<file path="config.mk">
export PLATFORM = sky130hd
export DESIGN_NAME = mod_counter_flat
export DESIGN_NICKNAME = d
export VERILOG_FILES = /design/src/rtl/counter_pkg.sv /design/src/rtl/mod_counter_if.sv /design/src/rtl/tick_gen.sv /design/src/rtl/mod_counter.sv /design/src/flat_wrapper.sv
export SDC_FILE = /design/constraint.sdc
export NUM_CORES = 1
export LEC_CHECK = 0
export ABC_AREA = 1
export CELL_PAD_IN_SITES_DETAIL_PLACEMENT = 0
export CELL_PAD_IN_SITES_GLOBAL_PLACEMENT = 1
export CORE_MARGIN = 4
export CORE_UTILIZATION = 37
export DETAILED_ROUTE_END_ITERATION = 12
export HOLD_SLACK_MARGIN = 0.15
export PLACE_DENSITY = 0.87
export SLEW_MARGIN = 10
export SYNTH_ARGS = -nofsm -noshare
export SYNTH_HDL_FRONTEND = slang
export SYNTH_SLANG_ARGS = --single-unit
</file>
<file path="constraint.sdc">
create_clock -name clk -period 2.7 [get_ports clk]
set_clock_uncertainty 0.1 [all_clocks]
set_input_delay 0.54 -clock clk [delete_from_list [all_inputs] [get_ports clk]]
set_output_delay 0.54 -clock clk [all_outputs]
set_load 0.1 [all_outputs]
</file>
<file path="src/rtl/counter_pkg.sv">
// Shared constants for the modulo counter: direction and mode encodings plus
// the legal parameter ranges.
package counter_pkg;

  localparam logic DIR_DOWN = 1'b0;
  localparam logic DIR_UP   = 1'b1;

  localparam logic MODE_WRAP = 1'b0;
  localparam logic MODE_SAT  = 1'b1;

  localparam int unsigned WIDTH_MIN = 2;
  localparam int unsigned WIDTH_MAX = 16;
  localparam int unsigned PRE_W_MIN = 1;
  localparam int unsigned PRE_W_MAX = 16;

endpackage

</file>
<file path="src/rtl/mod_counter_if.sv">
// Control and status bundle of the modulo counter. The master drives the
// controls and observes the registered count, tc and ovf.
interface mod_counter_if #(
  parameter int unsigned WIDTH = 8,
  parameter int unsigned PRE_W = 8
);

  logic             en;
  logic             dir;
  logic             sat;
  logic             load;
  logic [WIDTH-1:0] load_val;
  logic [WIDTH-1:0] limit;
  logic [PRE_W-1:0] prescale;
  logic             clr_ovf;
  logic [WIDTH-1:0] count;
  logic             tc;
  logic             ovf;

  modport master (
    output en, dir, sat, load, load_val, limit, prescale, clr_ovf,
    input  count, tc, ovf
  );

  modport slave (
    input  en, dir, sat, load, load_val, limit, prescale, clr_ovf,
    output count, tc, ovf
  );

endinterface

</file>
<file path="src/rtl/tick_gen.sv">
// Prescaler: raises step once every prescale+1 enabled cycles; restart
// forces the phase back to zero.
module tick_gen
  import counter_pkg::*;
#(
  parameter int unsigned PRE_W = 8
) (
  input  logic             clk,
  input  logic             rst_n,
  input  logic             en,
  input  logic             restart,
  input  logic [PRE_W-1:0] prescale,
  output logic             step
);

  logic [PRE_W-1:0] pre_cnt_q, pre_cnt_d;

  // A phase above a newly lowered prescale free-runs through all-ones to 0.
  assign step = en && (pre_cnt_q == prescale);

  always_comb begin
    pre_cnt_d = pre_cnt_q;
    if (restart) begin
      pre_cnt_d = '0;
    end else if (step) begin
      pre_cnt_d = '0;
    end else if (en) begin
      pre_cnt_d = pre_cnt_q + PRE_W'(1);
    end
  end

  always_ff @(posedge clk or negedge rst_n) begin
    if (!rst_n) begin
      pre_cnt_q <= '0;
    end else begin
      pre_cnt_q <= pre_cnt_d;
    end
  end

endmodule

</file>
<file path="src/rtl/mod_counter.sv">
// Up/down modulo counter over 0..limit with wrap or saturate, synchronous
// load, prescaled stepping, terminal-count pulse and sticky overflow.
module mod_counter
  import counter_pkg::*;
#(
  parameter int unsigned WIDTH = 8,
  parameter int unsigned PRE_W = 8
) (
  input logic          clk,
  input logic          rst_n,
  mod_counter_if.slave bus
);

  logic [WIDTH-1:0] count_q, count_d;
  logic             tc_q, tc_d;
  logic             ovf_q, ovf_d;
  logic             step;
  logic             event_hit;

  tick_gen #(
    .PRE_W (PRE_W)
  ) u_tick_gen (
    .clk      (clk),
    .rst_n    (rst_n),
    .en       (bus.en),
    .restart  (bus.load),
    .prescale (bus.prescale),
    .step     (step)
  );

  always_comb begin
    count_d   = count_q;
    event_hit = 1'b0;
    if (bus.load) begin
      count_d = (bus.load_val > bus.limit) ? bus.limit : bus.load_val;
    end else if (step) begin
      if (bus.dir == DIR_UP) begin
        if (count_q < bus.limit) begin
          count_d = count_q + WIDTH'(1);
        end else begin
          // Also catches a stale count left above a lowered limit.
          event_hit = 1'b1;
          count_d   = (bus.sat == MODE_SAT) ? bus.limit : '0;
        end
      end else begin
        if (count_q > bus.limit) begin
          count_d = bus.limit;
        end else if (count_q != '0) begin
          count_d = count_q - WIDTH'(1);
        end else begin
          event_hit = 1'b1;
          count_d   = (bus.sat == MODE_SAT) ? '0 : bus.limit;
        end
      end
    end
    tc_d  = event_hit;
    // A set on the same edge as a clear wins.
    ovf_d = event_hit | (ovf_q & ~bus.clr_ovf);
  end

  always_ff @(posedge clk or negedge rst_n) begin
    if (!rst_n) begin
      count_q <= '0;
      tc_q    <= 1'b0;
      ovf_q   <= 1'b0;
    end else begin
      count_q <= count_d;
      tc_q    <= tc_d;
      ovf_q   <= ovf_d;
    end
  end

  assign bus.count = count_q;
  assign bus.tc    = tc_q;
  assign bus.ovf   = ovf_q;

endmodule

</file>
<file path="src/flat_wrapper.sv">
// flat-port wrapper written by rule: the top's interface ports become plain ports
module mod_counter_flat import counter_pkg::*;
#(
  parameter int unsigned WIDTH = 8,
  parameter int unsigned PRE_W = 8
)
  (clk, rst_n, bus_en, bus_dir, bus_sat, bus_load, bus_load_val, bus_limit, bus_prescale, bus_clr_ovf, bus_count, bus_tc, bus_ovf);
  mod_counter_if #(.WIDTH(WIDTH), .PRE_W(PRE_W)) bus_i ();
  input logic clk;
  input logic rst_n;
  input wire logic [$bits(bus_i.en)-1:0] bus_en;
  input wire logic [$bits(bus_i.dir)-1:0] bus_dir;
  input wire logic [$bits(bus_i.sat)-1:0] bus_sat;
  input wire logic [$bits(bus_i.load)-1:0] bus_load;
  input wire logic [$bits(bus_i.load_val)-1:0] bus_load_val;
  input wire logic [$bits(bus_i.limit)-1:0] bus_limit;
  input wire logic [$bits(bus_i.prescale)-1:0] bus_prescale;
  input wire logic [$bits(bus_i.clr_ovf)-1:0] bus_clr_ovf;
  output wire logic [$bits(bus_i.count)-1:0] bus_count;
  output wire logic [$bits(bus_i.tc)-1:0] bus_tc;
  output wire logic [$bits(bus_i.ovf)-1:0] bus_ovf;
  assign bus_i.en = bus_en;
  assign bus_i.dir = bus_dir;
  assign bus_i.sat = bus_sat;
  assign bus_i.load = bus_load;
  assign bus_i.load_val = bus_load_val;
  assign bus_i.limit = bus_limit;
  assign bus_i.prescale = bus_prescale;
  assign bus_i.clr_ovf = bus_clr_ovf;
  assign bus_count = bus_i.count;
  assign bus_tc = bus_i.tc;
  assign bus_ovf = bus_i.ovf;
  mod_counter #(.WIDTH(WIDTH), .PRE_W(PRE_W)) u_core (.clk(clk), .rst_n(rst_n), .bus(bus_i));
endmodule
</file>
==> metrics.md <==
| Metric | Value |
|---|---|
| Fmax | `0.404 GHz` |
| Sequential fraction of the synthesis area | `19.5%` |
| Placer Congestion | `0.873` |
| Total number of vias | `2440` |
| Worst-path fanout max | `15` |
| Synth top area share | `19.5%` |
| Final WL | `6600 um` |
| Worst Hold Class | `reg -> reg` |
| Global-route usage over all layers | `18.3%` |
| Maximum vdd drop | `0.000232 V` |
| Hold Buf Count CTS | `0` |
| Worst-Skew Late Latency | `0.26 ns` |
| Placed insts | `490` |
| Delay-heaviest family, CP | `simple AND/OR/NAND/NOR gates` |
| Required time of the worst setup path | `2.75 ns` |
| Syn Inst Count | `365` |
| Pre-CTS setup slack | `-0.0343 ns` |
| Initial core utilization | `38.5%` |
| Status | `completed` |
| Post-synth EDFFs | `0` |
| Share of cells above drive strength 1 | `15.0%` |
| DRT antenna net count | `0` |
| Post-route clock period utilization | `91.7%` |
| Syn Nets | `416` |
| Crit Path Category | `in -> reg` |
| Initial DRC Count | `194` |
| Hold Fails Final Rpt | `0` |
| Fin. max-slew vios | `0` |
| Die area | `7560 sq um` |
| Pwr/cell area | `494 nW/um^2` |
| Final setup viols | `0` |
| Mapped Avg Cell Area | `6.32 sq um` |
| CP Data Arrival Time | `2.52 ns` |
| Overflow after GRT | `0` |
| Setup Buffers After CTS | `0` |
| Cells taking the most area after synthesis | `dfrtp_1 20%, nand2_1 15%, ha_1 11%, nand3_1 11%, inv_1 6.8%` |
| Drc violations | `0` |
| Area Overhead vs Synth | `26.0%` |
| Crit. End Element | `register` |
| # clock sinks | `18` |
| Critical path's slowest cell | `clkdlybuf4s50_1` |
| Crit path buffers/inverters | `2` |
| Fin crit period | `2.48 ns` |
| Die X | `86.9 um` |
| Count leader, synth | `nand2_1` |
| Crit path cell chain | `clkdlybuf4s50_1 > inv_1 > ha_1 > nand2_1 > nor2_1 > nand2_1 > nand2_2 > nand3_1 > nand2_1 > nor2_1 > nor2_1 > a21oi_1` |
| Leak | `1.51 nW` |
| Setup ws final | `0.223 ns` |
| # diodes | `0` |
| First-pass GRT wire length | `11200 um` |
| Core area | `5990 sq um` |
| DP HPWL | `5310 um` |
| Max Cap Viol | `0` |
| DRT Pass-1 Iters | `4` |
| Cell Area, Synth | `2310 sq um` |
| CTS clk-pin slew, worst paths | `0.08 ns` |
| Unique masters post-synth | `33` |
| Vias in the first global route | `2374` |
| CTS buffer count | `3` |
| I/O Buffers | `40` |
| Mean routed wirelength per cell | `13.4 um` |
| Layout Cells excl Fill | `494` |
| CTS root buf | `clkbuf_8` |
| Longest Clk Path Bufs | `2` |
| # IOs | `41` |
| Cell taking the most area after synthesis | `dfrtp_1` |
| Initial antenna violation count | `0` |
| CP startpoint kind | `primary input` |
| RSZ-0062 raised after global routing | `false` |
| Final net count | `471` |
| TritonCTS clock tree | `yes` |
| Post-cts sizing count | `0` |
| Die height | `86.9 um` |
| Post-synth top cells | `95 x nand2_1, 50 x nand3_1, 42 x inv_1` |
| Asr flop ratio synth | `100%` |
| Largest net degree at the start of global routing | `19` |
| Syn. warnings | `0` |
| Synthesized flop and latch total | `18` |
| Worst-margin pin slew | `0.592 ns` |
| Num rows | `28` |
| Most used DFF post-synth | `dfrtp_1` |
| H-tree depth | `1` |
| Slowest stage delay, CP | `0.52 ns` |
| Headroom to the max-slew limit | `60.5%` |
| Vias per cell | `4.94` |
## final timing paths
check                                    start             endpoint  slack, ns  depth (start not counted)
max                               bus_limit[5]  u_core.bus.count[5]       0.22                         12
min                             u_core.bus.ovf       u_core.bus.ovf       0.40                          2
max reg2reg                u_core.bus.count[5]  u_core.bus.count[1]       0.58                         12
min reg2reg                     u_core.bus.ovf       u_core.bus.ovf       0.40                          2
max in group asynchronous                rst_n  u_core.bus.count[1]       1.78                          2
min in group asynchronous                rst_n        u_core.bus.tc       0.51                          2
## worst reg2reg max path, cell delays in order, from the launching register on
cell and delay [ns]:
dfrtp_1 0.50, ha_1 0.36, a21oi_1 0.18, nor2_2 0.07, nor2_4 0.11, nand2_4 0.12, buf_4 0.16, nand3_1 0.06
nand2_1 0.07, nor2_1 0.10, nand2_1 0.06, nand2_1 0.07, a21oi_2 0.06
## placed cells by master, fill, tap and decap left out, types with 2 or more instances in the layout
master | Yosys | layout
xnor2_1 | 4 | 4
nand2_4 | 3 | 3
nor3_1 | 2 | 2
clkbuf_8 | 0 | 4
nor2_1 | 41 | 41
nor2_4 | 3 | 3
buf_4 | 5 | 30
ha_1 | 20 | 20
nor2_2 | 6 | 6
nand2_2 | 3 | 3
o21ai_0 | 13 | 13
clkdlybuf4s50_1 | 0 | 30
a21oi_1 | 24 | 24
nand4_1 | 3 | 3
dfrtp_1 | 18 | 18
a21oi_2 | 5 | 5
nand3_1 | 50 | 50
nand2_1 | 95 | 95
nor3_2 | 2 | 2
inv_1 | 42 | 42
xor2_1 | 7 | 7
inv_2 | 4 | 4
## report_power, final
group	switching (mW)	total, mW	internal, mW
Combinational	0.542	0.840	0.298
Sequential	0.0570	0.359	0.302
Clock	0.107	0.237	0.130
Total	0.705	1.44	0.730
## cells by family (layout without fill, tap and decap cells)
logic type,after synthesis,after routing,share of synthesized area (%)
and+or+nand+nor,213,213,43.4
AOI/OAI and AO/OA,46,46,11.2
buffers and inverters,57,111,10.9
adders and majority gates,20,20,10.9
xor gates and xnor gates,11,11,4.18
DFF,18,18,19.5
## per-stage QoR
| step | hold WS [ns] | cell area, sq um | TNS [ns] | utilization (%) | total power, mW |
|---|---|---|---|---|---|
| 3_3_place_gp | 0.387 | 2850 | -0.00572 | 47.6 | 1.19 |
| 6_report | 0.398 | 2910 | 0 | 48.5 | 1.44 |
| 3_5_place_dp | 0.389 | 2850 | -0.0534 | 47.6 | 1.20 |
| 5_1_grt | 0.421 | 2910 | 0 | 48.5 | 1.54 |
| 4_1_cts | 0.410 | 2910 | 0 | 48.5 | 1.44 |
| 2_1_floorplan | 0.144 | 2310 | 0 | - | 0.957 |
## routing by layer
| metal | track usage, % | part of all wire [%] | routed length (um) | up-vias |
|---|---|---|---|---|
| met1 | 25.4 | 47 | 3100 | 1069 |
| met3 | 1.04 | 6.4 | 423 | 6 |
| met5 | 0 | 0 | 0 | - |
| met4 | 7.51 | 1.5 | 99 | 0 |
| met2 | 29.5 | 45 | 2980 | 79 |
| li1 | - | - | - | 1286 |
## layout make-up
type	count	area (sq um)
well taps	75	93.8
clock buffers	4	55.1
multi-input cells	290	1610
inverters	47	176
flip-flops and latches	18	450
fillers	602	3080
repair buffers	60	526
## state kept, by name, summed over array words and instances, names as in the netlist
name,count
u_core.bus.count,8
u_core.bus.ovf,1
u_core.bus.tc,1
u_core.u_tick_gen.pre_cnt_q,8
Power figures use the tool's default switching activity.
==> variant 1, RTL diff (same settings) <==
`PRE_W` is set to 8 in 4 places; all go to 6.
--- a/src/rtl/mod_counter_if.sv
+++ b/src/rtl/mod_counter_if.sv
@@ -3,5 +3,5 @@
 interface mod_counter_if #(
   parameter int unsigned WIDTH = 8,
-  parameter int unsigned PRE_W = 8
+  parameter int unsigned PRE_W = 6
 );
 
--- a/src/rtl/tick_gen.sv
+++ b/src/rtl/tick_gen.sv
@@ -4,5 +4,5 @@
   import counter_pkg::*;
 #(
-  parameter int unsigned PRE_W = 8
+  parameter int unsigned PRE_W = 6
 ) (
   input  logic             clk,
--- a/src/rtl/mod_counter.sv
+++ b/src/rtl/mod_counter.sv
@@ -5,5 +5,5 @@
 #(
   parameter int unsigned WIDTH = 8,
-  parameter int unsigned PRE_W = 8
+  parameter int unsigned PRE_W = 6
 ) (
   input logic          clk,
--- a/src/flat_wrapper.sv
+++ b/src/flat_wrapper.sv
@@ -3,5 +3,5 @@
 #(
   parameter int unsigned WIDTH = 8,
-  parameter int unsigned PRE_W = 8
+  parameter int unsigned PRE_W = 6
 )
   (clk, rst_n, bus_en, bus_dir, bus_sat, bus_load, bus_load_val, bus_limit, bus_prescale, bus_clr_ovf, bus_count, bus_tc, bus_ovf);
Interface: changed (resized bus_prescale); port bits go from 41 to 39. No check against the original RTL was run, so the function may have changed too.
==> variant 1 against the unedited design <==
  * Final cell count shrank 0.20%
  * Wire length down 4.5%
  * Fmax is 1.3% lower
  * Setup slack worse by 0.032 ns
  * Sequential cell count is 2 lower
  * Critical path depth stayed put
  * Power down 4.7%
  * Area after synthesis down 2.4%
  * Final area shrank 1.8%
  * Critical path type unchanged
==> variant 1: results (changes against the unedited design) <==
{| class="wikitable"
! Metric !! Value
|-
| Run status || completed
|-
| Normalized max-slew margin || 0.5040 (-0.1008)
|-
| Clock tree buffer depth || 2 (unchanged)
|-
| Slowest stage cell, crit path || sky130_fd_sc_hd__clkdlybuf4s50_1
|-
| Avg Vias per Cell || 4.921 (-0.37%)
|-
| Final Net Count || 468 (-0.64%)
|-
| Net switching power || 676.2 uW (-4.1%)
|-
| Worst setup timing slack at the placement stage || -0.09399 ns (-0.05973 ns)
|-
| Max FFs per register || 8
|-
| Sequential share of the synthesized area || 0.1780 (-0.01736)
|-
| DRT Wirelength || 6.308 mm (-4.5%)
|-
| Antenna cells || 0 (unchanged)
|-
| Number of port buffers || 38 (-5.0%)
|-
| Number of setup buffers added after CTS || 0 (unchanged)
|-
| Pwr dens || 479.5 nW/um^2 (-2.9%)
|-
| Layout cells sized above 1 || 0.1603 (+0.009929)
|-
| Delay of the slowest cell on the worst path || 0.49 ns (-0.03 ns)
|-
| Total number of vias || 2426 (-0.57%)
|-
| Htree depth || 1 (unchanged)
|-
| First drt pass iteration count || 4 (unchanged)
|-
| Syn nets || 412 (-0.96%)
|-
| Asr flop ratio synth || 1.000 (unchanged)
|-
| Commonest cells post-synth || 94 x sky130_fd_sc_hd__nand2_1, 57 x sky130_fd_sc_hd__nor2_1, 43 x sky130_fd_sc_hd__nand3_1
|-
| Synth Flop Type || sky130_fd_sc_hd__dfrtp_1
|-
| Maximum number of pins on one net before global-route repair || 17 (-2)
|-
| Largest cells by area after synthesis || sky130_fd_sc_hd__dfrtp_1 18%, sky130_fd_sc_hd__nand2_1 16%, sky130_fd_sc_hd__ha_1 11%
|-
| Sequential group share of total power || 0.211 (-0.039)
|-
| First-iteration detailed-routing DRC count || 172 (-11%)
|-
| Critical path peak fanout || 8 (-7)
|-
| Clock-pin transition on the worst setup and hold timing paths || 0.07 ns
|-
| Post-DP HPWL || 5.228 mm (-1.5%)
|-
| Filler cells || 626 (+4.0%)
|-
| Initial antenna violation count || 0 (unchanged)
|-
| Clock Tree Root || sky130_fd_sc_hd__clkbuf_8
|-
| Number of distinct library cells after synthesis || 33 (unchanged)
|-
| Number of buffers created by CTS || 3 (unchanged)
|-
| Cell count after placement || 489 (-0.20%)
|-
| Portion of total power attributed to combinational logic || 0.629 (+0.044)
|-
| DP Area || 2799 um^2 (-1.8%)
|-
| Post-CTS sizing || 0 (unchanged)
|-
| Count of yosys warnings during synthesis || 0 (unchanged)
|-
| CP delay by family, top || simple AND/OR/NAND/NOR gates
|-
| All-layer global routing usage || 0.1765 (-0.006907)
|-
| Routability Congestion || 0.9090 (+4.1%)
|-
| Vias in the first global route || 2199 (-7.4%)
|-
| First-pass GRT wire length || 10.68 mm (-4.3%)
|-
| Source-to-sink clock delay at the later pin of the worst-skew pair || 0.25 ns
|-
| Post-synthesis average cell area || 6.197 um^2 (-1.9%)
|-
| Static leakage power || 1.471 nW (-2.6%)
|-
| Class of the tightest hold or removal check || flip-flop to flip-flop
|-
| Max IR drop VDD || 0.0002714 V (+17%)
|}
-- variant 1: cell families (layout without fill, tap and decap cells) --
group           Yosys count  after routing  share of synthesized area
flops                    16             16                     0.1780
compound gates           36             36                    0.09233
buf+inv                  58            113                     0.1212
fa+ha+maj                20             20                     0.1112
xor+xnor                 14             14                    0.05451
simple gates            219            219                     0.4427
-- variant 1: area by class of cell --
class / instances / area [um^2] / area share
Tap cell: 75 / 93.84 / 0.03288
Multi-Input combinational cell: 289 / 1577 / 0.5524
Clock buffer: 4 / 55.05 / 0.01929
Inverter: 44 / 170.2 / 0.05962
Timing Repair Buffer: 65 / 558.0 / 0.1955
Sequential cell: 16 / 400.4 / 0.1403
-- variant 1: metal layers --
| layer | global-route usage | up-vias | part of all wire |
|---|---|---|---|
| met4 | 0.04317 | 0 | 0.0094 |
| met5 | 0 | - | 0 |
| met2 | 0.2712 | 61 | 0.45 |
| met3 | 0.01633 | 7 | 0.042 |
| li1 | - | 1268 | - |
| met1 | 0.2634 | 1090 | 0.50 |
-- variant 1: path summary, 6_finish.rpt --
check | from | endpoint | slack (ns) | cells after the start
worst min-delay path | u_core.bus.ovf | u_core.bus.ovf | 0.44 | 2
worst max register to register | u_core.bus.count[0] | u_core.bus.count[6] | 0.52 | 15
max in group asynchronous | rst_n | u_core.bus.count[7] | 1.41 | 1
min in group asynchronous | rst_n | u_core.bus.ovf | 0.62 | 1
worst max-delay path | bus_limit[7] | u_core.bus.count[2] | 0.19 | 12
worst min register to register | u_core.bus.ovf | u_core.bus.ovf | 0.44 | 2
==> variant 2, RTL diff (same flow settings) <==
Made on the original files. Reset style: synchronous (`rst_n`), changed in 2 clocked blocks.
--- a/src/rtl/tick_gen.sv
+++ b/src/rtl/tick_gen.sv
@@ -30,5 +30,5 @@
   end
 
-  always_ff @(posedge clk or negedge rst_n) begin
+  always_ff @(posedge clk) begin
     if (!rst_n) begin
       pre_cnt_q <= '0;
--- a/src/rtl/mod_counter.sv
+++ b/src/rtl/mod_counter.sv
@@ -59,5 +59,5 @@
   end
 
-  always_ff @(posedge clk or negedge rst_n) begin
+  always_ff @(posedge clk) begin
     if (!rst_n) begin
       count_q <= '0;
Check against the original RTL: differs if rst_n is asserted again (counterexample within 4 cycles, from zero or initial values and one cycle with rst_n low); with rst_n held inactive, the same outputs for 10 cycles.
==> variant 2 against the unedited design <==
  * Final area down 6.4%
  * Area after synthesis decreased by 6.3%
  * Sequential power down 16%
  * Critical path depth increased by 2
  * Count of clock-buffer cells in the layout decreased by 1
  * Sequential cell count is the same
  * Setup slack improved by 0.050 ns
  * Wire length is 2.2% lower
  * Power fell by 29%
  * Register-to-register slack got worse by 0.03 ns
  * Critical path type unchanged
  * Critical endpoint is now u_core.bus.count[6]
  * Highest routed layer unchanged
==> variant 2: results (changes against the unedited design) <==
{| class="wikitable"
! Metric !! Value
|-
| Setup slack of the most critical reg-to-reg path || 0.55 ns (-0.03 ns)
|-
| Multi-input combinational area share || 0.5819 (+0.02957)
|-
| Synth Area in Compound Gates || 0.09902 (-0.01330)
|-
| Post-DP HPWL || 5.143 mm (-3.1%)
|-
| Static leakage power || 1.339 nW (-11%)
|-
| Post-synthesis average cell area || 5.953 um^2 (-5.8%)
|-
| DP Area || 2679 um^2 (-6.1%)
|-
| Sequential share of the synthesized area || 0.1668 (-0.02857)
|-
| Filler cells || 617 (+2.5%)
|-
| Number of buffers other than clock buffers in the final layout || 55 (-8.3%)
|-
| Met2 routed wirelength || 2.684 mm (-9.9%)
|-
| Synth Area in XOR/XNOR || 0.06485 (+0.02307)
|-
| Worst setup path endpoint || u_core.bus.count[6]
|-
| Adder-cell share of the synthesized area || 0.1158 (+0.007289)
|-
| Share of final layout cell area taken by clock buffers and inverters || 0.01518 (-0.003762)
|-
| Global-route met1 utilization || 0.2719 (+0.01761)
|-
| Avg Vias per Cell || 4.959 (+0.39%)
|-
| Tap cell count || 72 (-4.0%)
|-
| Maximum number of pins on one net before global-route repair || 16 (-3)
|-
| Routability Congestion || 0.8931 (+2.3%)
|-
| First-pass GRT wire length || 10.98 mm (-1.6%)
|-
| GR Layer Usage met3 || 0.02846 (+0.01805)
|-
| Synth Flop Type || sky130_fd_sc_hd__dfxtp_1
|-
| Run status || completed
|-
| Critical path peak fanout || 10 (-5)
|-
| Total number of vias || 2400 (-1.6%)
|-
| Worst hold margin || 0.4155 ns (+0.01746 ns)
|-
| First-iteration detailed-routing DRC count || 186 (-4.1%)
|-
| Path depth of the worst reg2reg path || 13 (+1)
|-
| Max IR drop VDD || 0.0001894 V (-18%)
|-
| Multi-input gates || 294 (+1.4%)
|-
| Invs w/o clock || 42 (-11%)
|}
## variant 2: critical path, stage by stage
cell and delay, ns:
sky130_fd_sc_hd__clkdlybuf4s50_1 0.52, sky130_fd_sc_hd__inv_1 0.10, sky130_fd_sc_hd__ha_1 0.30, sky130_fd_sc_hd__nand2_1 0.05
sky130_fd_sc_hd__nor2_1 0.20, sky130_fd_sc_hd__nand4_2 0.16, sky130_fd_sc_hd__nand2_4 0.17, sky130_fd_sc_hd__nand2_2 0.11
sky130_fd_sc_hd__nand2_1 0.07, sky130_fd_sc_hd__nand3_1 0.06, sky130_fd_sc_hd__nand2_1 0.06, sky130_fd_sc_hd__nand2_1 0.04
sky130_fd_sc_hd__nand2_1 0.05, sky130_fd_sc_hd__nand2_1 0.05
## variant 2: where the power goes
group	switching (mW)	internal (mW)
clock	0.0992	0.0996
sequential	0.0255	0.277
combinational	0.325	0.191
total	0.449	0.568
